$ cat src/rtl/br_pkg.sv
// rtl/br_pkg.sv - shared types and constants for the branch resolution path
package br_pkg;

  localparam int unsigned PC_W_DEF  = 32;
  localparam int unsigned FLUSH_CYC = 2;

  localparam logic [6:0] OPC_BRANCH = 7'b1100011;
  localparam logic [6:0] OPC_JAL    = 7'b1101111;
  localparam logic [6:0] OPC_JALR   = 7'b1100111;

  typedef struct packed {
    logic                taken;
    logic [PC_W_DEF-1:0] pc;
    logic [PC_W_DEF-1:0] target;
  } br_entry_t;

  typedef enum logic [1:0] {
    IDLE = 2'd0,
    F1   = 2'd1,
    F2   = 2'd2
  } flush_state_e;

  function automatic logic is_ctrl_flow(input logic [6:0] opcode);
    return (opcode == OPC_BRANCH) || (opcode == OPC_JAL) || (opcode == OPC_JALR);
  endfunction

endpackage

$ cat src/rtl/br_inflight_fifo.sv
// rtl/br_inflight_fifo.sv - in-order queue of predictions awaiting resolution
module br_inflight_fifo #(
  parameter int unsigned DEPTH = 4,
  parameter int unsigned PC_W  = 32
) (
  input  logic            clk,
  input  logic            rst,
  input  logic            push,
  input  logic            push_taken,
  input  logic [PC_W-1:0] push_pc,
  input  logic [PC_W-1:0] push_target,
  input  logic            pop,
  input  logic            clear,
  output logic            full,
  output logic            empty,
  output logic            head_taken,
  output logic [PC_W-1:0] head_pc,
  output logic [PC_W-1:0] head_target
);

  localparam int unsigned PTR_W = $clog2(DEPTH);
  localparam int unsigned CNT_W = $clog2(DEPTH + 1);

  logic [DEPTH-1:0] taken_q;
  logic [PC_W-1:0]  pc_q     [DEPTH];
  logic [PC_W-1:0]  target_q [DEPTH];
  logic [PTR_W-1:0] wr_ptr_q, rd_ptr_q;
  logic [CNT_W-1:0] count_q;
  logic             do_push, do_pop;

  assign full    = (count_q == CNT_W'(DEPTH));
  assign empty   = (count_q == '0);
  assign do_push = push && !full;
  assign do_pop  = pop && !empty;

  assign head_taken  = taken_q[rd_ptr_q];
  assign head_pc     = pc_q[rd_ptr_q];
  assign head_target = target_q[rd_ptr_q];

  // Power-of-two DEPTH lets the pointers wrap by plain overflow.
  always_ff @(posedge clk or negedge rst) begin
    if (!rst) begin
      wr_ptr_q <= '0;
      rd_ptr_q <= '0;
      count_q  <= '0;
    end else if (clear) begin
      wr_ptr_q <= '0;
      rd_ptr_q <= '0;
      count_q  <= '0;
    end else begin
      if (do_push) wr_ptr_q <= wr_ptr_q + 1'b1;
      if (do_pop)  rd_ptr_q <= rd_ptr_q + 1'b1;
      case ({do_push, do_pop})
        2'b10:   count_q <= count_q + 1'b1;
        2'b01:   count_q <= count_q - 1'b1;
        default: count_q <= count_q;
      endcase
    end
  end

  always_ff @(posedge clk) begin
    if (do_push) begin
      taken_q[wr_ptr_q]  <= push_taken;
      pc_q[wr_ptr_q]     <= push_pc;
      target_q[wr_ptr_q] <= push_target;
    end
  end

endmodule

$ cat src/rtl/branch_resolver.sv
// rtl/branch_resolver.sv - retires predictions in order, redirects on mispredict, trains predictor
// Optional saturating statistics counters are built when BRANCH_RESOLVER_STATS_EN is defined.
module branch_resolver
  import br_pkg::*;
#(
  parameter int unsigned DEPTH  = 4,
  parameter int unsigned PC_W   = 32,
  parameter int unsigned UPD_AW = 8
) (
  input  logic              clk,
  input  logic              rst,
  input  logic              pred_valid,
  input  logic              pred_taken,
  input  logic [PC_W-1:0]   pred_pc,
  input  logic [PC_W-1:0]   pred_target,
  input  logic              stall,
  output logic              full,
  input  logic              res_valid,
  input  logic              res_taken,
  input  logic [PC_W-1:0]   res_target,
  output logic              res_ready,
  output logic              redirect,
  output logic [PC_W-1:0]   redirect_pc,
  output logic              flush,
  output logic              upd_valid,
  output logic [UPD_AW-1:0] upd_addr,
  output logic              upd_taken,
  input  logic              upd_ready,
  output logic              err,
  output logic [15:0]       branch_cnt,
  output logic [15:0]       mispred_cnt
);

  logic            empty;
  logic            head_taken;
  logic [PC_W-1:0] head_pc, head_target;
  logic            accept, resolve_hit, mispredict_now, push_en;
  logic [PC_W-1:0] correct_pc;

  flush_state_e      state_q, state_d;
  logic              redirect_q;
  logic [PC_W-1:0]   redirect_pc_q;
  logic              upd_valid_q, upd_taken_q;
  logic [UPD_AW-1:0] upd_addr_q;
  logic              err_q;

  assign res_ready      = !upd_valid_q || upd_ready;
  assign accept         = res_valid && res_ready;
  assign resolve_hit    = accept && !empty;
  assign mispredict_now = resolve_hit &&
                          ((res_taken != head_taken) || (res_taken && (res_target != head_target)));
  // Once a mispredict is seen, anything decoded this cycle is wrong-path.
  assign push_en        = pred_valid && !stall && !full && !mispredict_now;
  assign correct_pc     = res_taken ? res_target : head_pc + PC_W'(4);

  br_inflight_fifo #(
    .DEPTH (DEPTH),
    .PC_W  (PC_W)
  ) u_fifo (
    .clk         (clk),
    .rst         (rst),
    .push        (push_en),
    .push_taken  (pred_taken),
    .push_pc     (pred_pc),
    .push_target (pred_target),
    .pop         (resolve_hit),
    .clear       (mispredict_now),
    .full        (full),
    .empty       (empty),
    .head_taken  (head_taken),
    .head_pc     (head_pc),
    .head_target (head_target)
  );

  always_comb begin
    state_d = state_q;
    case (state_q)
      IDLE:    if (mispredict_now) state_d = F1;
      F1:      state_d = (FLUSH_CYC > 1) ? F2 : IDLE;
      F2:      state_d = mispredict_now ? F1 : IDLE;
      default: state_d = IDLE;
    endcase
  end

  always_ff @(posedge clk or negedge rst) begin
    if (!rst) begin
      state_q       <= IDLE;
      redirect_q    <= 1'b0;
      redirect_pc_q <= '0;
      upd_valid_q   <= 1'b0;
      upd_addr_q    <= '0;
      upd_taken_q   <= 1'b0;
      err_q         <= 1'b0;
    end else begin
      state_q    <= state_d;
      redirect_q <= mispredict_now;
      if (mispredict_now) redirect_pc_q <= correct_pc;
      if (resolve_hit) begin
        upd_valid_q <= 1'b1;
        upd_addr_q  <= head_pc[UPD_AW-1:0];
        upd_taken_q <= res_taken;
      end else if (upd_ready) begin
        upd_valid_q <= 1'b0;
      end
      if (accept && empty) err_q <= 1'b1;
    end
  end

  assign flush       = (state_q != IDLE);
  assign redirect    = redirect_q;
  assign redirect_pc = redirect_pc_q;
  assign upd_valid   = upd_valid_q;
  assign upd_addr    = upd_addr_q;
  assign upd_taken   = upd_taken_q;
  assign err         = err_q;

`ifdef BRANCH_RESOLVER_STATS_EN
  logic [15:0] branch_cnt_q, mispred_cnt_q;

  always_ff @(posedge clk or negedge rst) begin
    if (!rst) begin
      branch_cnt_q  <= '0;
      mispred_cnt_q <= '0;
    end else begin
      if (resolve_hit && (branch_cnt_q != 16'hFFFF))     branch_cnt_q  <= branch_cnt_q + 1'b1;
      if (mispredict_now && (mispred_cnt_q != 16'hFFFF)) mispred_cnt_q <= mispred_cnt_q + 1'b1;
    end
  end

  assign branch_cnt  = branch_cnt_q;
  assign mispred_cnt = mispred_cnt_q;
`else
  assign branch_cnt  = 16'h0000;
  assign mispred_cnt = 16'h0000;
`endif

endmodule
$ cat config.mk
export PLATFORM = sky130hd
export DESIGN_NAME = branch_resolver
export DESIGN_NICKNAME = d
export VERILOG_FILES = /design/src/rtl/br_pkg.sv /design/src/rtl/br_inflight_fifo.sv /design/src/rtl/branch_resolver.sv
export SDC_FILE = /design/constraint.sdc
export NUM_CORES = 1
export LEC_CHECK = 0
export CAP_MARGIN = 40
export CORE_MARGIN = 3
export CORE_UTILIZATION = 32
export CTS_CLUSTER_DIAMETER = 60
export CTS_CLUSTER_SIZE = 24
export DETAILED_ROUTE_END_ITERATION = 12
export GPL_ROUTABILITY_DRIVEN = 0
export HOLD_SLACK_MARGIN = 0.06
export PLACE_DENSITY_LB_ADDON = 0.05
export SYNTH_ARGS = -nofsm -noshare
export SYNTH_HDL_FRONTEND = slang
export SYNTH_SLANG_ARGS = --single-unit
$ cat constraint.sdc
create_clock -name clk -period 11.4 [get_ports clk]
set_input_delay 1.14 -clock clk [delete_from_list [all_inputs] [get_ports clk]]
set_output_delay 1.14 -clock clk [all_outputs]
set_load 0.02 [all_outputs]
# Word-level counts from Yosys, hierarchy flattened
# Memories as Yosys holds them, arrays and structs flattened.
# Index checks and enable logic that the tools add are counted.
# totals
regBits	57
latchBits	0
mem_bits_rw	256
romBits	0
in_bits	104
output_inout_bits	79
wordCells	73
mem_count	2
# op_classes
add_sub_neg	5
n_mul	0
div_mod_pow	0
order_cmp	3
eq_ne	8
shift	0
n_mux	19
n_bitwise	0
n_reduce_logical	25
# mem_list
memory	words	word_bits	rd	rd_ports_with_merged_regs	wr	line	rtl
u_fifo.pc_q	4	32	1	0	1	br_inflight_fifo.sv:25	logic [PC_W-1:0] pc_q [DEPTH];
u_fifo.target_q	4	32	1	0	1	br_inflight_fifo.sv:26	logic [PC_W-1:0] target_q [DEPTH];
# op_table
op	count
32-bit by 3-bit adder with 32-bit output, second input constant	1
32-bit 2-to-1 mux	1
32-bit != test	1
1-bit logical AND	11
2-bit 2-to-1 mux	5
2-bit nonzero test	4
1-bit 2-to-1 mux	7
2-bit by 3-bit less-than comparator with 1-bit output, second input constant	2
2-bit one-hot mux with 3 select lines	1
3-bit one-hot mux with 2 select lines	1
1-bit zero test	5
2-bit by 1-bit adder with 2-bit output, second input constant	2
4-bit bitwise mux	1
2-bit by 1-bit equality test with 1-bit output, second input constant	2
2-bit equality test, second input constant	2
3-bit by 1-bit adder with 3-bit output, second input constant	1
3-bit equality test, second input constant	1
3-bit zero test	1
3-bit 2-to-1 mux	1
3-bit nonzero test	1
3-bit by 1-bit subtractor with 3-bit output, second input constant	1
1-bit binary-select mux with 2-bit select	1
1-bit demux with 2-bit select	1
2-bit by 1-bit >= comparator with 1-bit output, second input constant	1
4 further kinds	5

# Logic depth before layout (Yosys ltp)
# Gate-level depths: netlist (run 1).
# logic_depth
depth_word	11
mapped_depth	14
mapped_depth_nobuf	11

# Hierarchy
# A second synthesis (run 1) with hierarchy kept.
# unflattened
cells_unflattened	726
hier_area_um2	13107.6
# by_module_without_submodules
mod	instances	cells_each	area_per_inst_um2	seq_area_each_um2
br_inflight_fifo	1	401	9955.8	7982.7
branch_resolver	1	325	3151.8	1151.1

# Worst setup path after synthesis (run 1)
# No wires, ideal clock.
# synth_timing
path_kind	input-to-reg
start	in res_target[31]
end	mem u_fifo.pc_q[0][0] (enable)
setup_time_ps	430
arrival_time_ps	4329
required_time_ps	10970
slack_ps	6641
path_stages	9
n_path_buf	2
path_cell_list	a22o_1 -> a2111oi_0 -> o2111ai_1 -> or3_1 -> o22a_2 -> nand2_4 -> buf_12 -> buf_12 -> and3_1
# synth_via
elab_chain_cells	9
# synth_lines
item	line	rtl
from (decl)	branch_resolver.sv:20	input logic [PC_W-1:0] res_target,
32-bit != test	branch_resolver.sv:51	((res_taken != head_taken) || (res_taken && (res_target != head_target)));
1-bit logical AND	branch_resolver.sv:51	
1-bit logical OR	branch_resolver.sv:51	
1-bit logical AND	branch_resolver.sv:50	assign mispredict_now = resolve_hit &&
1-bit zero test	branch_resolver.sv:53	assign push_en = pred_valid && !stall && !full && !mispredict_now;
1-bit logical AND	branch_resolver.sv:53	
1-bit logical AND	br_inflight_fifo.sv:33	assign do_push = push && !full;
1-bit 2-to-1 mux	br_inflight_fifo.sv:62	if (do_push) begin
1-bit 2-to-1 mux (implied by the code)	br_inflight_fifo.sv:64	pc_q[wr_ptr_q] <= push_pc;
to (decl)	br_inflight_fifo.sv:25	
# Every way passes these cells.

# Worst setup path in the final report (run 1)
# layout_timing
start	reg u_fifo.rd_ptr_q[0]
end	mem u_fifo.target_q[0][16] (enable)
# layout_via
elab_chain_cells	10
word_cells_on_any_way	13
classes_between	eq/ne: 2; mux: 4; reduce/logical: 6; memory: 1
# layout_lines
item	line	rtl
from (decl)	br_inflight_fifo.sv:27	logic [PTR_W-1:0] wr_ptr_q, rd_ptr_q;
from (signal assigned)	br_inflight_fifo.sv:52	if (do_pop) rd_ptr_q <= rd_ptr_q + 1'b1;
memory 4 x 32 bit or 1-bit binary-select mux with 2-bit select (tied branches)	-	
32-bit != test or 1-bit 2-to-1 mux (tied branches)	branch_resolver.sv:51, br_inflight_fifo.sv:36	
1-bit logical AND or 1-bit != test (tied branches)	branch_resolver.sv:51	
1-bit logical OR *	branch_resolver.sv:51	
1-bit logical AND *	branch_resolver.sv:50	
1-bit zero test *	branch_resolver.sv:53	
1-bit logical AND *	branch_resolver.sv:53	
1-bit logical AND *	br_inflight_fifo.sv:33	
1-bit 2-to-1 mux *	br_inflight_fifo.sv:62	
1-bit 2-to-1 mux (implied by the code) *	br_inflight_fifo.sv:65	target_q[wr_ptr_q] <= push_target;
to (decl)	br_inflight_fifo.sv:26	
# Mark *: on every way between the ends. The rest lies on a longest branch, timed or not. The select of a mux whose other input is x is not followed.

==> flow_metrics.py, run 1 <==
metrics = {
    "status": {
        "status": "complete, no violations",
    },
    "power_and_ir_drop": {
        "p_per_area_nw_per_um2": 228,
        "ir_drop_mv": 0.130,
        "power.static_leakage_nw": 5.47,
    },
    "die": {
        "die_height_um": 209,
        "dieArea_um2": 43900,
        "pin_count": 183,
        "initial_utilization": 0.329,
        "dieWidth_um": 209,
        "core-area_um2": 40300,
        "fp-row-count": 73,
    },
    "clock_tree": {
        "post_cts_resized": 0,
        "clkSlewWorstSetupHoldPaths_ns": 0.07,
        "clock_path_buffers": 3,
        "htreeDepth": 1,
        "cts_tree": "built",
        "cts-buffers-inserted": 29,
        "hold_buffers": 0,
        "clock_latency_ns": 0.57,
        "clock_sinks": 313,
        "clockRootBuffer": "clkbuf_16",
        "postCtsSetupBuffers": 0,
    },
    "routing": {
        "vias_per_cell": 4.80,
        "first_pass_iters": 4,
        "detailroute.via_count": 7063,
        "first_iter_violations": 313,
        "drc": 0,
        "wire_per_inst_um": 23.2,
        "antenna_left": 0,
        "drt-total-wl_um": 34100,
    },
    "critical_path": {
        "cp_max_fo": 45,
        "cp-endpoint": "u_fifo.target_q[0][16]",
        "cp-start-kind": "register",
        "cp.arrival_ns": 6.13,
        "crit_type": "register to register",
        "worstReg2RegStart": "u_fifo.rd_ptr_q[0]",
        "crit_required_ns": 11.58,
        "r2r_slack_ns": 5.44,
        "cp-end-kind": "register",
        "r2r-end": "u_fifo.target_q[0][16]",
        "reg2reg_depth": 10,
        "cp-startpoint": "u_fifo.rd_ptr_q[0]",
    },
    "timing": {
        "fin_crit_sh": 0.523,
        "holdWs_ns": 0.423,
        "tightest_slew_ns": 0.907,
        "fmax_ghz": 0.168,
        "tns_ns": 0,
        "period_needed_ns": 5.96,
        "skew_ns": 0.0251,
        "finalSetupViolations": 0,
        "finalHoldViolCount": 0,
        "relSlewSlack": 0.394,
        "maxSlewViolCount": 0,
        "rsz0062_at_grt": "false",
    },
    "layout": {
        "fin_nets": 1035,
        "mostFrequentLayoutCells": "edfxtp_1 (260), clkdlybuf4s50_1 (148), nand2_1 (73), dfrtp_1 (51), mux4_2 (47)",
        "nFillCells": 3660,
        "layout-drive-gt1-share": 0.174,
        "syn_to_final_growth_pct": 22.3,
        "num_antenna_cells": 0,
        "final_common_cell": "edfxtp_1",
    },
    "synth": {
        "synth_edf_count": 260,
        "syn_area_per_cell_um2": 17.3,
        "ys_async_sr_fraction": 0.169,
        "yosysUniqueCellTypes": 54,
        "yosysSeqAreaShare": 0.690,
        "netlist_area_um2": 13200,
        "ys.flop_type": "edfxtp_1",
        "synth_area_leaders": "edfxtp_1 (59%), dfrtp_1 (10%), mux4_2 (8.0%)",
        "synth_top_area_share": 0.590,
        "yosys.area.top_type": "edfxtp_1",
        "yosysWarnings": 0,
        "postSynthCellCount": 764,
        "ys_ff_latch": 313,
    },
    "global_route": {
        "grt_pass1_wl_um": 50700,
        "antenna_found_initial": 0,
        "grt_use_total": 0.153,
        "first_global_vias": 7646,
        "grt_max_degree": 60,
        "grt_overflow": 0,
    },
    "job": {
        "maxCapViolCount": 0,
    },
    "placement": {
        "port_buffers": 150,
        "hpwlAfterDp_um": 23200,
    },
    "hold_path": {
        "hp-class": "register to register",
    },
}
area by class of cell:
| type | instances | area [um2] | area share |
|---|---|---|---|
| flip-flops and latches | 313 | 9140 | 0.565 |
| clock buffers | 29 | 726 | 0.0448 |
| multi-input cells | 412 | 3730 | 0.231 |
| inverters | 8 | 30.0 | 0.00185 |
| repair buffers | 161 | 1570 | 0.0972 |
| well taps | 525 | 657 | 0.0406 |
| clock inverters | 24 | 330 | 0.0204 |
metal layers:
metal	GRT usage	vias up	part of all wire
li1	-	3220	-
met2	0.266	158	0.50
met4	0.0328	0	0.016
met1	0.205	3651	0.44
met5	0	-	0
met3	0.0230	34	0.042
sequential cells by signal, indices dropped and copies added, names as in the netlist:
register,count
u_fifo.rd_ptr_q,2
u_fifo.target_q,128
u_fifo.count_q,3
u_fifo.wr_ptr_q,2
redirect,1
u_fifo.pc_q,128
redirect_pc,32
upd_valid,1
upd_addr,8
err,1
upd_taken,1
state_q,2
u_fifo.taken_q,4
per-stage QoR:
stage | cells | power (mW) | worst slack (ns) | cell area, um2 | util
after floorplan | 795 | 2.26 | 6.64 | 13400 | -
after detailed placement | 1419 | 2.69 | 5.29 | 15100 | 0.376
final | 1472 | 3.69 | 5.44 | 16200 | 0.402
after CTS | 1472 | 3.75 | 5.28 | 16200 | 0.402
after global placement | 1419 | 2.68 | 5.31 | 15100 | 0.376
after global routing | 1472 | 3.87 | 4.95 | 16200 | 0.402
power breakdown:
| group | internal, mW | total (mW) | switching (mW) |
|---|---|---|---|
| clock | 0.534 | 1.05 | 0.511 |
| sequential | 1.41 | 1.54 | 0.128 |
| combinational | 0.523 | 1.10 | 0.575 |
synth_stat cells (3+ instances only):
library cell and n:
mux4_2 47, a21oi_1 5, clkbuf_1 8, xor2_1 20
nand2_1 73, o2111ai_1 3, and2_1 3, mux2i_1 18
nor2_1 12, mux4_1 10, and3_2 3, o22ai_1 3
buf_4 39, o21ai_0 32, xnor2_1 35, nor3b_1 4
nor3_1 5, buf_2 7, nand4_1 10, dfrtp_1 53
mux2_2 40, nand3_1 10, and3_1 7, nor2b_1 3
inv_1 8, buf_6 4, ha_1 5, mux2_4 3
edfxtp_1 260
worst min-delay path by stage:
| stage | from | depth (start not counted) | slack (ns) | endpoint |
|---|---|---|---|---|
| final | state_q[1] | 1 | 0.42 | state_q[1] |
| after global routing | state_q[1] | 1 | 0.46 | state_q[1] |
| after CTS | state_q[1] | 1 | 0.44 | state_q[1] |
| after detailed placement | state_q[1] | 1 | 0.42 | state_q[1] |
| after global placement | state_q[1] | 1 | 0.41 | state_q[1] |
| after floorplan | state_q[1] | 1 | 0.39 | state_q[1] |
cell families (layout without fill, tap and decap cells):
logic type	Yosys count	count (layout)	share of synthesized area
DFF	313	313	0.690
and+or+nand+nor	146	146	0.0542
muxes	118	118	0.151
buffers and inverters	70	222	0.0371
AOI/OAI and AO/OA	55	55	0.0250
xor gates and xnor gates	55	55	0.0364
adders and majority gates	6	6	0.00624
other	1	32	0.000283
worst max-delay path: stages (launching register included):
cell     delay (ns)
dfrtp_4        0.84
buf_4          0.70
mux4_1         0.66
xor2_1         0.16
nor4_1         0.34
nand4_1        0.12
or4_1          0.48
o22a_2         0.28
nand2_4        0.45
and3_2         0.71
buf_4          0.70
(Power assumes the default switching activity.)
==> run 2: changes to the inputs <==
==> constraint.sdc (replaced) <==
create_clock -name clk -period 5.08 [get_ports clk]
set_input_delay 0.508 -clock clk [delete_from_list [all_inputs] [get_ports clk]]
set_output_delay 0.508 -clock clk [all_outputs]
set_load 0.02 [all_outputs]
==> flow_metrics.py, run 2 (synthesis results as in run 1) <==
metrics = {
    "clock_tree": {
        "clock_latency_ns": 0.58,
        "clock_sinks": 313,
        "cts-buffers-inserted": 29,
        "cts_tree": "built",
        "postCtsSetupBuffers": 0,
        "hold_buffers": 0,
        "htreeDepth": 1,
        "clock_path_buffers": 3,
        "clkSlewWorstSetupHoldPaths_ns": 0.08,
        "clockRootBuffer": "clkbuf_16",
        "post_cts_resized": 0,
    },
    "critical_path": {
        "crit_cells": 9,
        "cp.arrival_ns": 4.47,
        "cp_cell_sequence": "mux4_1 > xor2_1 > nor4_1 > nand4_1 > or4_1 > o22a_2 > nand2_4 > and3_2 > buf_12",
        "r2r-end": "u_fifo.pc_q[0][14]",
        "cp_max_fo": 34,
        "cp-endpoint": "u_fifo.pc_q[0][14]",
        "crit_type": "register to register",
        "cp-startpoint": "u_fifo.rd_ptr_q[0]",
        "worstReg2RegStart": "u_fifo.rd_ptr_q[0]",
        "crit_slowest_cell": "dfrtp_4",
        "critPathTopFamily": "simple AND/OR/NAND/NOR gates",
        "critPathMaxStageDelay_ns": 0.85,
        "reg2reg_depth": 9,
        "cp-end-kind": "register",
        "crit_required_ns": 5.34,
        "cp-start-kind": "register",
        "r2r_slack_ns": 0.87,
        "crit_buf_inv": 1,
    },
    "power_and_ir_drop": {
        "p_per_area_nw_per_um2": 508,
        "swShare": 0.332,
        "pwr-share-clk": 0.277,
        "power.share.combinational": 0.305,
        "p_seq_frac": 0.419,
        "intPower_mw": 5.52,
        "power.switching_mw": 2.74,
        "power.static_leakage_nw": 5.51,
        "ir_drop_mv": 0.297,
    },
    "timing": {
        "skew_ns": 0.0206,
        "fin_crit_sh": 0.828,
        "tns_ns": 0,
        "finalSetupViolations": 0,
        "setup_slack_ns": 0.875,
        "fmax_ghz": 0.238,
        "holdWs_ns": 0.0781,
        "finalHoldViolCount": 0,
        "relSlewSlack": 0.508,
        "maxSlewViolCount": 0,
        "rsz0062_at_grt": "false",
        "period_needed_ns": 4.21,
        "tightest_slew_ns": 0.738,
    },
    "die": {
        "core-area_um2": 40300,
        "pin_count": 183,
        "die_height_um": 209,
        "fp-row-count": 73,
        "initial_utilization": 0.329,
        "dieWidth_um": 209,
        "dieArea_um2": 43900,
    },
    "global_route": {
        "antenna_found_initial": 0,
        "grt_pass1_wl_um": 50800,
        "grt_use_total": 0.155,
        "grt_overflow": 0,
        "grt_max_degree": 66,
        "first_global_vias": 7800,
    },
    "placement": {
        "place_ws_ns": 0.869,
        "port_buffers": 150,
        "dp.cells": 1428,
        "hpwlAfterDp_um": 24100,
    },
    "routing": {
        "antenna_left": 0,
        "drt-total-wl_um": 34600,
        "detailroute.via_count": 7137,
        "first_iter_violations": 393,
        "first_pass_iters": 4,
        "vias_per_cell": 4.82,
        "wire_per_inst_um": 23.3,
        "drc": 0,
    },
    "layout": {
        "num_antenna_cells": 0,
        "fin_nets": 1044,
        "nFillCells": 3652,
        "final_common_cell": "edfxtp_1",
        "fin_cells": 1482,
        "mostFrequentLayoutCells": "edfxtp_1 (260), clkdlybuf4s50_1 (148), nand2_1 (73), dfrtp_1 (51), mux4_2 (47)",
        "utilization": 0.404,
        "layout-drive-gt1-share": 0.184,
        "syn_to_final_growth_pct": 22.9,
    },
    "status": {
        "status": "complete, no violations",
    },
    "job": {
        "maxCapViolCount": 0,
    },
    "hold_path": {
        "hp-class": "primary input to asynchronous set/reset pin",
    },
}
==> run 2: changes by cell type in the layout (fill, tap and decap cells not counted), moves of 2 or more <==
cell        change
buf_12          +4
buf_4           +5
clkinv_8        -3
clkinvlp_4      +2
inv_6           +2
inv_8           +5
==> run 2: power by group through the flow <==
stage	clock network [mW]	logic, mW	registers (mW)
global placement	0	2.55	3.51
detailed placement	0	2.56	3.53
finish	2.29	2.52	3.46
floorplan	0	1.51	3.56
CTS	2.36	2.58	3.48
global route	2.44	2.73	3.51
==> run 2: worst min-delay path by stage <==
stage,cells after the start,slack (ns),end,startpoint
after floorplan,0,0.21,err,rst
after global placement,1,0.41,state_q[1],state_q[1]
after detailed placement,1,0.43,state_q[1],state_q[1]
after CTS,2,0.08,u_fifo.wr_ptr_q[0],rst
after global routing,2,0.13,redirect_pc[4],rst
final,2,0.08,upd_taken,rst
==> run 2: layer usage <==
layer / track usage / up-vias / routed length, um
met5: 0 / - / 0
met2: 0.265 / 188 / 17100
met4: 0.0450 / 0 / 874
met3: 0.0266 / 48 / 1550
li1: - / 3236 / -
met1: 0.204 / 3665 / 15000
==> run 2: layout make-up <==
cell class,count,area [um2],share of cell area
sequential,313,9140,0.562
multi-input combinational,412,3730,0.229
timing repair buffer,170,1690,0.104
clock buffer,29,726,0.0446
tap,525,657,0.0404
clock inverter,25,295,0.0181
inverter,8,30.0,0.00185
==> run 2: per-stage QoR <==
| step | instance area, um2 | total power, mW |
|---|---|---|
| 3_3_place_gp | 15300 | 6.06 |
| 5_1_grt | 16300 | 8.68 |
| 3_5_place_dp | 15300 | 6.10 |
| 6_report | 16300 | 8.26 |
| 4_1_cts | 16300 | 8.41 |
| 2_1_floorplan | 13400 | 5.07 |
==> run 3: changes to the inputs <==
==> constraint.sdc (replaced) <==
create_clock -name clk -period 4.3 [get_ports clk]
set_input_delay 0.43 -clock clk [delete_from_list [all_inputs] [get_ports clk]]
set_output_delay 0.43 -clock clk [all_outputs]
set_load 0.02 [all_outputs]
==> flow_metrics.py, run 3 (synthesis results as in run 1) <==
metrics = {
    "clock_tree": {
        "clockRootBuffer": "clkbuf_16",
        "post_cts_resized": 0,
        "htreeDepth": 1,
        "hold_buffers": 1,
        "clock_sinks": 313,
        "clkSlewWorstSetupHoldPaths_ns": 0.08,
        "clock_latency_ns": 0.57,
        "clock_path_buffers": 3,
        "postCtsSetupBuffers": 0,
        "cts_tree": "built",
        "cts-buffers-inserted": 30,
    },
    "timing": {
        "maxSlewViolCount": 0,
        "relSlewSlack": 0.491,
        "finalSetupViolations": 0,
        "tightest_slew_ns": 0.764,
        "fin_crit_sh": 0.916,
        "rsz0062_at_grt": "false",
        "finalHoldViolCount": 0,
        "skew_ns": 0.0284,
        "fmax_ghz": 0.254,
        "holdWs_ns": 0.422,
        "period_needed_ns": 3.94,
        "tns_ns": 0,
    },
    "die": {
        "initial_utilization": 0.329,
        "dieArea_um2": 43900,
        "fp-row-count": 73,
        "pin_count": 183,
        "dieWidth_um": 209,
        "die_height_um": 209,
        "core-area_um2": 40300,
    },
    "global_route": {
        "first_global_vias": 7626,
        "met3_usage": 0.0256,
        "grt_use_total": 0.154,
        "grt_overflow": 0,
        "antenna_found_initial": 1,
        "grtUsageMet2": 0.262,
        "grt_pass1_wl_um": 50800,
        "grt_max_degree": 59,
        "busiest_layer": "met2",
        "grtUsageMet1": 0.212,
    },
    "routing": {
        "wire_per_inst_um": 23.1,
        "drt-total-wl_um": 34500,
        "vias_per_cell": 4.78,
        "antenna_left": 0,
        "drc": 0,
        "detailroute.via_count": 7146,
        "first_pass_iters": 5,
        "first_iter_violations": 355,
    },
    "power_and_ir_drop": {
        "p_seq_frac": 0.404,
        "intPower_mw": 6.68,
        "power.share.combinational": 0.303,
        "pwr-share-clk": 0.294,
        "power.switching_mw": 3.33,
        "p_per_area_nw_per_um2": 606,
        "ir_drop_mv": 0.311,
        "swShare": 0.333,
        "power.static_leakage_nw": 5.64,
    },
    "critical_path": {
        "crit_required_ns": 4.74,
        "cp-start-kind": "register",
        "r2r-end": "u_fifo.count_q[2]",
        "cp-startpoint": "u_fifo.rd_ptr_q[0]",
        "cp-end-kind": "register",
        "cp_max_fo": 19,
        "worstReg2RegStart": "u_fifo.rd_ptr_q[0]",
        "reg2reg_depth": 11,
        "crit_type": "register to register",
        "cp.arrival_ns": 4.38,
        "r2r_slack_ns": 0.36,
    },
    "layout": {
        "final_common_cell": "edfxtp_1",
        "nFillCells": 3649,
        "layout-drive-gt1-share": 0.194,
        "fin_nets": 1056,
        "mostFrequentLayoutCells": "edfxtp_1 (260), clkdlybuf4s50_1 (148), nand2_1 (73), dfrtp_1 (51), mux4_2 (47)",
        "fin_cells": 1496,
        "syn_to_final_growth_pct": 24.8,
    },
    "placement": {
        "hpwlAfterDp_um": 24500,
        "dp.cells": 1438,
        "port_buffers": 150,
    },
    "hold_path": {
        "holdPathEnd": "state_q[1]",
        "min_delay_path_depth": 1,
        "hp-start": "state_q[1]",
        "hp-class": "register to register",
    },
    "status": {
        "status": "complete, no violations",
    },
    "job": {
        "maxCapViolCount": 0,
    },
}
==> run 3: cell count changes in the layout (fill, tap and decap cells not counted), sizes merged <==
cell / previous run / this run
inv: 24 / 21
clkinvlp: 3 / 0
clkbuf: 29 / 32
diode: 0 / 1
clkinv: 6 / 11
buf: 22 / 32
dlygate4sd3: 0 / 1
==> run 3: area by class of cell <==
type | instances | area (um2) | share of cell area
Timing Repair Buffer | 181 | 1800 | 0.109
Clock inverter | 24 | 382 | 0.0231
Inverter | 8 | 30.0 | 0.00182
Multi-Input combinational cell | 412 | 3730 | 0.226
Antenna cell | 1 | 2.50 | 0.000151
Tap cell | 525 | 657 | 0.0397
Sequential cell | 313 | 9140 | 0.553
Clock buffer | 32 | 779 | 0.0472
==> run 3: worst max-delay path by stage <==
| stage | cells after the start | endpoint |
|---|---|---|
| final | 11 | u_fifo.count_q[2] |
| after global placement | 11 | u_fifo.count_q[2] |
| after floorplan | 12 | u_fifo.pc_q[0][0] |
| after global routing | 11 | u_fifo.count_q[2] |
| after CTS | 11 | u_fifo.count_q[2] |
| after detailed placement | 11 | u_fifo.count_q[2] |
==> run 3: power groups by stage <==
stage	sequential (mW)	clock, mW	combinational, mW
global route	4.10	3.14	3.27
floorplan	4.20	0	1.78
detailed placement	4.13	0	3.08
CTS	4.06	3.02	3.09
finish	4.04	2.94	3.03
global placement	4.11	0	3.06
==> run 3: critical path, stage by stage (launching register included) <==
cell and delay, ns:
dfrtp_4 0.67, buf_4 0.26, mux4_1 0.59, xnor2_1 0.17, nand4_1 0.19, or4_1 0.58
o22ai_1 0.29, a21oi_1 0.13, fa_1 0.43, nor3_1 0.26, o21ai_0 0.12, o311a_1 0.13
==> run 3: routing by layer <==
layer,wire [um],share of wire
met5,0,0
met4,387,0.011
met3,1560,0.045
met2,17000,0.49
met1,15500,0.45
==> run 3: per-stage QoR <==
stage | total power, mW | worst slack, ns | area [um2] | util
after floorplan | 5.99 | 0.436 | 13400 | -
after global placement | 7.17 | 0.361 | 15400 | 0.381
after detailed placement | 7.20 | 0.314 | 15400 | 0.381
after CTS | 10.2 | 0.307 | 16500 | 0.410
after global routing | 10.5 | 0.0422 | 16500 | 0.410
final | 10.0 | 0.363 | 16500 | 0.410
